File: src/rtl/ffcp_rx_sack_server_pkg.sv
// Shared FFCP networking definitions: index/window defaults, packet types,
// packet classification codes and modular index helpers.
package ffcp_rx_sack_server_pkg;

  localparam int FFCP_INDEX_LEN  = 6;
  localparam int FFCP_WINDOW_LEN = 8;
  localparam int FFCP_SACK_W     = FFCP_WINDOW_LEN;

  localparam logic [1:0] FFCP_TYPE_SYN = 2'd0;
  localparam logic [1:0] FFCP_TYPE_MSG = 2'd1;
  localparam logic [1:0] FFCP_TYPE_ACK = 2'd2;

  typedef enum logic [1:0] {
    CLS_NONE = 2'd0,
    CLS_NEW  = 2'd1,
    CLS_DUP  = 2'd2,
    CLS_IGN  = 2'd3
  } ffcp_cls_e;

  function automatic int clog2(input int unsigned value);
    int res;
    res = 0;
    while ((32'd1 << res) < value) begin
      res = res + 1;
    end
    return res;
  endfunction

  // Distance from head forward to idx, modulo 2^len.
  function automatic logic [31:0] ffcp_index_off(input logic [31:0] idx,
                                                 input logic [31:0] head,
                                                 input int unsigned len);
    logic [31:0] mask;
    mask = (32'd1 << len) - 32'd1;
    return (idx - head) & mask;
  endfunction

endpackage

File: src/rtl/ffcp_rx_window.sv
// Receive window store: queue head, arrival bitmap, per-packet classification
// and the one-index-per-cycle head advance.
module ffcp_rx_window
  import ffcp_rx_sack_server_pkg::*;
#(
  parameter int INDEX_LEN  = FFCP_INDEX_LEN,
  parameter int WINDOW_LEN = FFCP_WINDOW_LEN
) (
  input  logic                  clk,
  input  logic                  rst,
  input  logic                  syn,
  input  logic                  inclk,
  input  logic [INDEX_LEN-1:0]  in_index,
  output logic [INDEX_LEN-1:0]  head,
  output logic [WINDOW_LEN-1:0] bitmap,
  output logic                  advance,
  output ffcp_cls_e             cls,
  output logic                  new_ooo
);

  localparam logic [31:0] STALE_LO = (32'd1 << INDEX_LEN) - 32'(WINDOW_LEN);

  logic [INDEX_LEN-1:0]  head_r;
  logic [WINDOW_LEN-1:0] bitmap_r;
  logic [INDEX_LEN-1:0]  head_nxt_s;
  logic [WINDOW_LEN-1:0] bitmap_nxt_s;
  logic [INDEX_LEN-1:0]  off_s;
  logic [INDEX_LEN-1:0]  pos_s;
  logic [WINDOW_LEN-1:0] set_mask_s;
  logic                  in_win_s;
  logic                  stale_s;
  logic                  hit_s;

  assign off_s      = INDEX_LEN'(ffcp_index_off(32'(in_index), 32'(head_r), INDEX_LEN));
  assign in_win_s   = 32'(off_s) < 32'(WINDOW_LEN);
  assign stale_s    = 32'(off_s) >= STALE_LO;
  assign hit_s      = |(bitmap_r & (WINDOW_LEN'(1'b1) << off_s));
  assign advance    = bitmap_r[0];
  // While the head moves this cycle the bitmap shifts, so a new bit lands one lower.
  assign pos_s      = advance ? (off_s - INDEX_LEN'(1'b1)) : off_s;
  assign set_mask_s = WINDOW_LEN'(1'b1) << pos_s;
  assign new_ooo    = (cls == CLS_NEW) && (off_s != {INDEX_LEN{1'b0}});
  assign head       = head_r;
  assign bitmap     = bitmap_r;

  // Classify the arriving index against the current window.
  always_comb begin
    cls = CLS_NONE;
    if (inclk && !syn) begin
      if (in_win_s) begin
        if (hit_s) begin
          cls = CLS_DUP;
        end else begin
          cls = CLS_NEW;
        end
      end else if (stale_s) begin
        cls = CLS_DUP;
      end else begin
        cls = CLS_IGN;
      end
    end else begin
      cls = CLS_NONE;
    end
  end

  // Next head/bitmap: syn restart, otherwise advance plus new arrival.
  always_comb begin
    head_nxt_s   = head_r;
    bitmap_nxt_s = bitmap_r;
    if (syn) begin
      head_nxt_s   = INDEX_LEN'(1'b1);
      bitmap_nxt_s = {WINDOW_LEN{1'b0}};
    end else begin
      if (advance) begin
        head_nxt_s   = head_r + INDEX_LEN'(1'b1);
        bitmap_nxt_s = bitmap_r >> 1'b1;
      end else begin
        head_nxt_s   = head_r;
        bitmap_nxt_s = bitmap_r;
      end
      if (cls == CLS_NEW) begin
        bitmap_nxt_s = bitmap_nxt_s | set_mask_s;
      end else begin
        bitmap_nxt_s = bitmap_nxt_s;
      end
    end
  end

  // Window state register.
  always_ff @(posedge clk or negedge rst) begin
    if (!rst) begin
      head_r   <= {INDEX_LEN{1'b0}};
      bitmap_r <= {WINDOW_LEN{1'b0}};
    end else begin
      head_r   <= head_nxt_s;
      bitmap_r <= bitmap_nxt_s;
    end
  end

endmodule

File: src/rtl/ffcp_rx_sack_server.sv
// FFCP receive-side ack server: window tracking plus coalesced ack handshake.
// Build option FFCP_SACK_EN publishes the SACK bitmap and acks out-of-order holes.
module ffcp_rx_sack_server
  import ffcp_rx_sack_server_pkg::*;
#(
  parameter int INDEX_LEN  = FFCP_INDEX_LEN,
  parameter int WINDOW_LEN = FFCP_WINDOW_LEN
) (
  input  logic                  clk,
  input  logic                  rst,
  input  logic                  syn,
  input  logic                  inclk,
  input  logic [INDEX_LEN-1:0]  in_index,
  input  logic                  downstream_done,
  output logic                  outclk,
  output logic [INDEX_LEN-1:0]  out_index,
  output logic [WINDOW_LEN-1:0] out_sack,
  output logic                  out_dup,
  output logic                  out_ignored
);

`ifdef FFCP_SACK_EN
  localparam bit SACK_EN = 1'b1;
`else
  localparam bit SACK_EN = 1'b0;
`endif

  if (WINDOW_LEN < 1 || WINDOW_LEN > (1 << (INDEX_LEN - 1))) begin : g_bad_window
    $error("ffcp_rx_sack_server: WINDOW_LEN must be within 1..2^(INDEX_LEN-1)");
  end

  logic [INDEX_LEN-1:0]  head_s;
  logic [WINDOW_LEN-1:0] bitmap_s;
  logic                  advance_s;
  ffcp_cls_e             cls_s;
  logic                  new_ooo_s;
  logic                  ack_pending_r;
  logic                  downstream_rdy_r;
  logic                  ack_set_s;
  logic                  outclk_s;

  ffcp_rx_window #(
    .INDEX_LEN  (INDEX_LEN),
    .WINDOW_LEN (WINDOW_LEN)
  ) u_window (
    .clk      (clk),
    .rst      (rst),
    .syn      (syn),
    .inclk    (inclk),
    .in_index (in_index),
    .head     (head_s),
    .bitmap   (bitmap_s),
    .advance  (advance_s),
    .cls      (cls_s),
    .new_ooo  (new_ooo_s)
  );

  // Hold the ack back while the head can still advance, so acks coalesce.
  assign outclk_s  = ack_pending_r && !bitmap_s[0] && downstream_rdy_r && !inclk && !syn;
  assign ack_set_s = advance_s || (cls_s == CLS_DUP) || syn || (SACK_EN && new_ooo_s);

  assign outclk      = outclk_s;
  assign out_index   = head_s;
  assign out_sack    = SACK_EN ? bitmap_s : {WINDOW_LEN{1'b0}};
  assign out_dup     = (cls_s == CLS_DUP);
  assign out_ignored = (cls_s == CLS_IGN);

  // Ack handshake: pending request and transmitter-ready flags.
  always_ff @(posedge clk or negedge rst) begin
    if (!rst) begin
      ack_pending_r    <= 1'b0;
      downstream_rdy_r <= 1'b1;
    end else begin
      if (ack_set_s) begin
        ack_pending_r <= 1'b1;
      end else if (outclk_s) begin
        ack_pending_r <= 1'b0;
      end else begin
        ack_pending_r <= ack_pending_r;
      end
      if (outclk_s) begin
        downstream_rdy_r <= 1'b0;
      end else if (downstream_done) begin
        downstream_rdy_r <= 1'b1;
      end else begin
        downstream_rdy_r <= downstream_rdy_r;
      end
    end
  end

endmodule

File: config.mk
export PLATFORM = sky130hd
export DESIGN_NAME = ffcp_rx_sack_server
export DESIGN_NICKNAME = d
export VERILOG_FILES = /design/src/rtl/ffcp_rx_sack_server_pkg.sv /design/src/rtl/ffcp_rx_window.sv /design/src/rtl/ffcp_rx_sack_server.sv
export SDC_FILE = /design/constraint.sdc
export NUM_CORES = 1
export LEC_CHECK = 0
export BUFFER_PORTS_ARGS = -buffer_cell sky130_fd_sc_hd__buf_2
export CORE_AREA = 2 2 61 63
export DETAILED_ROUTE_END_ITERATION = 10
export DIE_AREA = 0 0 63 65
export SLEW_MARGIN = 20
export SYNTH_ARGS = -nofsm -noshare
export SYNTH_HDL_FRONTEND = slang
export SYNTH_HIERARCHICAL = 1
export SYNTH_SLANG_ARGS = --single-unit
File: constraint.sdc
create_clock -name clk -period 3.45 [get_ports clk]
set_clock_uncertainty 0.1 [all_clocks]
set_input_delay 0.5175 -clock clk [delete_from_list [all_inputs] [get_ports clk]]
set_output_delay 0.5175 -clock clk [all_outputs]
set_load 0.05 [all_outputs]
---- After elaboration in Yosys (flattened, before gate mapping) ----
Index checks and enable logic that the tools add are counted.
storage, ports and cells
  register bits ........................... 16
  input port bits ......................... 11
  logic and storage cells ................. 45
operators by class
  add/subtract/negate cells ............... 3
  $lt $le $gt $ge ......................... 2
  equality and inequality tests ........... 3
  shift operators ......................... 2
  multiplexer cells ....................... 15
  bitwise operators ....................... 2
  reductions and logical operators ........ 14
operator list
  cell                   count
  $mux W8                4
  $mux W6                3
  $shl A1 B6 Y8 const A  2
  $and A8 B8 Y8          1
  $or A8 B8 Y8           1
  $reduce_or A8 Y1       1
  $add A6 B1 Y6 const B  1
  $ge A6 B6 Y1 const B   1
  $lt A6 B4 Y1 const B   1
  $mux W2                3
  $reduce_bool A2 Y1     3
  $sub A6 B1 Y6 const B  1
  $sub A6 B6 Y6          1
  $logic_and A1 B1 Y1    5
  $mux W1                5
  $eq A2 B2 Y1 const B   2
  $logic_not A1 Y1       3
  $eq A2 B1 Y1 const B   1
  $logic_or A1 B1 Y1     2

---- Depth between registers and ports, before layout ----
  word-level depth ........................ 11
  depth in mapped cells ................... 11

---- Hierarchy ----
The synthesis kept the hierarchy.
modules (own cells, without submodules)
  module               times used  cells each  area each (µm²)
  ffcp_rx_window       1           121         1154.9
  ffcp_rx_sack_server  1           21          183.9

---- Worst setup path before layout ----
No wires, ideal clock.
  path kind ............................... reg-to-output
  from .................................... register u_window.head_r[0] (netlist: u_window/head[0])
  to ...................................... output out_dup
  data arrival time ....................... 3.203 ns
  data required time ...................... 2.832 ns
  slack ................................... -0.371 ns
  cell stages (with the launch flop) ...... 10
  cells stage by stage .................... dfrtp_1 > ha_1 > inv_1 > fa_1 > and3_1 > or3_1 > a22oi_2 > nand3_1 > o221a_2 > nor2_1
on the way
  word-level cells in the longest chain between the ends .. 8
  elaborated cells on any way between the ends .. 11
  classes of those cells .................. add/sub (1); order compare (2); eq/ne (1); shift (1); mux (4); bitwise (1); reduce/logical (1)
RTL lines
  what                                                  line                           text
  from (decl)                                           ffcp_rx_window.sv:23           logic [INDEX_LEN-1:0] head_r;
  from (signal assigned)                                ffcp_rx_window.sv:92           head_r <= {INDEX_LEN{1'b0}};
  from (signal assigned)                                ffcp_rx_window.sv:95           head_r <= head_nxt_s;
  $sub A6 B6 Y6 (*)                                     ffcp_rx_sack_server_pkg.sv:35  return (idx - head) & mask;
  branches (longest 4 deep; another with $ge A6 B6 Y1)  n/a
  $mux W2 (*)                                           ffcp_rx_window.sv:50           if (in_win_s) begin
  $mux W2 (*)                                           ffcp_rx_window.sv:49           if (inclk && !syn) begin
  via cls_s[0]                                          ffcp_rx_sack_server.sv:35      ffcp_cls_e cls_s;
  $eq A2 B2 Y1 (*)                                      ffcp_rx_sack_server.sv:65      assign out_dup = (cls_s == CLS_DUP);
  to (decl)                                             ffcp_rx_sack_server.sv:18      output logic out_dup,
Mark *: on every way through the listed nets, which the timed path passes.

---- Final worst setup path ----
  from .................................... register u_window.head_r[0] (netlist: u_window/head[0])
  to ...................................... output out_ignored
on the way
  word-level cells in the longest chain between the ends .. 8
  elaborated cells on any way between the ends .. 11
  classes of those cells .................. add/sub (1); order compare (2); eq/ne (1); shift (1); mux (4); bitwise (1); reduce/logical (1)
RTL lines
  what               line                           text
  $sub A6 B6 Y6 (*)  ffcp_rx_sack_server_pkg.sv:35
  $shl A1 B6 Y8      ffcp_rx_window.sv:37           assign hit_s = |(bitmap_r & (WINDOW_LEN'(1'b1) << off_s));
  $and A8 B8 Y8      ffcp_rx_window.sv:37
  $reduce_or A8 Y1   ffcp_rx_window.sv:37
  $mux W2            ffcp_rx_window.sv:51           if (hit_s) begin
  $mux W2 (*)        ffcp_rx_window.sv:50
  $mux W2 (*)        ffcp_rx_window.sv:49
  via cls_s[1]       ffcp_rx_sack_server.sv:35
  $eq A2 B2 Y1 (*)   ffcp_rx_sack_server.sv:66      assign out_ignored = (cls_s == CLS_IGN);
  to (decl)          ffcp_rx_sack_server.sv:19      output logic out_ignored
Mark *: on every way through the listed nets, which the timed path passes. The rest lies on a longest branch.

==> results.py <==
metrics = {
    "synthesis": {
        "syn_area_um2": 1330,
        "synth_warnings": 6,
        "syn_inst": 141,
        "syn_avg_cell_area_um2": 9.41,
    },
    "pwr": {
        "power.density_nw_per_um2": 279,
        "totalPowerFinal_uw": 455,
        "leakagePower_nw": 0.690,
        "ir_worst_vdd_uv": 106,
    },
    "cts": {
        "clk_pin_slew_ns": 0.11,
        "h-tree-depth": 1,
        "cts.hold.buffers_added": 0,
        "cts_tree": "yes",
        "clock_sinks": 16,
        "numCtsBuffers": 3,
        "clk_latency_ns": 0.29,
        "root_buffer": "clkbuf_4",
        "cts_buffer_depth": 2,
    },
    "timing": {
        "fin_crit_sh_pct": 97.0,
        "tightest_slew_ns": 0.546,
        "whs_ns": 0.0375,
        "hold_viol_final": 0,
        "maxSlewViolCount": 0,
        "rsz0062_at_grt": "yes",
        "fmax_mhz": 299,
        "slew_headroom_pct": 63.3,
        "setup_viol": 0,
        "period_minus_slack_ns": 3.35,
    },
    "setup_path": {
        "required_ns": 2.83,
        "cp_data_arrival_time_ns": 2.73,
        "worstPathMaxFanout": 3,
        "cp-start-kind": "flop",
        "critical_path_class": "reg2out",
        "r2r_setup_slack_ns": 0.69,
        "endpoint_kind": "primary output",
    },
    "grt": {
        "grt_first_pass_wirelength_um": 4660,
        "grt-ovfl-total": 0,
        "grt.total_usage_pct": 14.3,
        "antenna_found_initial": 0,
        "grt_pass1_vias": 1066,
        "grt_max_degree": 24,
    },
    "place": {
        "post-dp-hpwl_um": 2080,
        "place_area_um2": 1500,
        "io_buffers": 19,
        "place_congestion": 0.838,
    },
    "route": {
        "wl_per_cell_um": 12.5,
        "drtAntennaViolNets": 0,
        "dr_total_vias": 1109,
        "first_pass_iters": 4,
        "drcViolationCount": 0,
        "routed_via_density": 5.02,
        "drtIter0Drc": 49,
        "drt-total-wl_um": 2760,
    },
    "flow_run": {
        "drv_cap": 0,
    },
    "die": {
        "die_w_um": 63,
        "design.core.area_um2": 3500,
        "die_y_um": 65,
        "dieArea_um2": 4100,
        "initial_core_util_pct": 37.9,
        "row_count": 22,
        "num_io_pins": 28,
    },
    "cells_and_area": {
        "layout_common_cells": "buf_2 (17), buf_4 (16), dfrtp_1 (13)",
        "drive_gt1_share_pct": 35.8,
        "design_area_um2": 1630,
        "fin_nets": 193,
        "fill_cells": 358,
        "utilization_pct": 46.6,
        "syn_to_final_growth_pct": 22.8,
        "final_common_cell": "buf_2",
        "diodes": 0,
    },
    "run_status": {
        "status": "finished clean",
    },
    "hold_path": {
        "hp-class": "in2async",
    },
}
[registers in the layout (all words and copies together) (netlist names)]
name              flops
downstream_rdy_r      1
u_window/bitmap       8
ack_pending_r         1
u_window/head         6
[critical path, stage by stage (launching register included)]
cell,delay (ns)
dfrtp_2,0.40
ha_4,0.14
inv_2,0.03
fa_2,0.56
mux4_2,0.53
mux2i_4,0.22
nand4_4,0.12
and2_4,0.17
and2_4,0.13
buf_8,0.14
[stage by stage]
| stage | setup TNS [ns] | setup WS, ns | cells |
|---|---|---|---|
| after global routing | -0.0453 | -0.0250 | 221 |
| after CTS | 0 | 0.00808 | 217 |
| after detailed placement | -0.263 | -0.168 | 211 |
| after floorplan | 0 | 0.0162 | 148 |
| final | 0 | 0.104 | 221 |
| after global placement | -0.155 | -0.108 | 211 |
[final cells by class]
type	count	area [µm²]	area share, %
timing repair buffer	35	231	14.2
clock buffer	4	36.3	2.23
sequential	16	404	24.8
multi-input combinational	108	860	52.8
tap	48	60.1	3.69
inverter	10	37.5	2.30
[path summary, 6_finish.rpt]
check                            startpoint                 end  cells after the start
min                                     rst  u_window/bitmap[5]                      1
max reg2reg                u_window/head[0]  u_window/bitmap[5]                     10
max in group asynchronous               rst    downstream_rdy_r                      1
max                        u_window/head[0]         out_ignored                      9
min in group clk            downstream_done    downstream_rdy_r                      3
min reg2reg                   ack_pending_r    downstream_rdy_r                      1
[where the power goes]
part	switching, mW	total, mW	internal (mW)
combinational	0.0777	0.133	0.0551
clock	0.0641	0.128	0.0642
sequential	0.00204	0.194	0.191
[what timing repair did]
| item | 4_1_cts | 5_1_grt |
|---|---|---|
| buffers inserted | 2 | 4 |
| pin swaps | 3 | 6 |
| cloned | 0 | 0 |
| gates resized for setup | 12 | 5 |
| setup endpoints to repair | 2 | 2 |
[metal layers]
layer  part of all wire (%)  routed length, µm  track usage (%)  up-vias
met5                      0                  0                0        -
met2                     50               1390             23.7       24
met3                    3.9                108             2.78        2
met1                     45               1240             18.6      527
met4                   0.69                 19             5.00        0
li1                       -                  -                -      556
No activity file was read; power rests on OpenSTA's default activity.
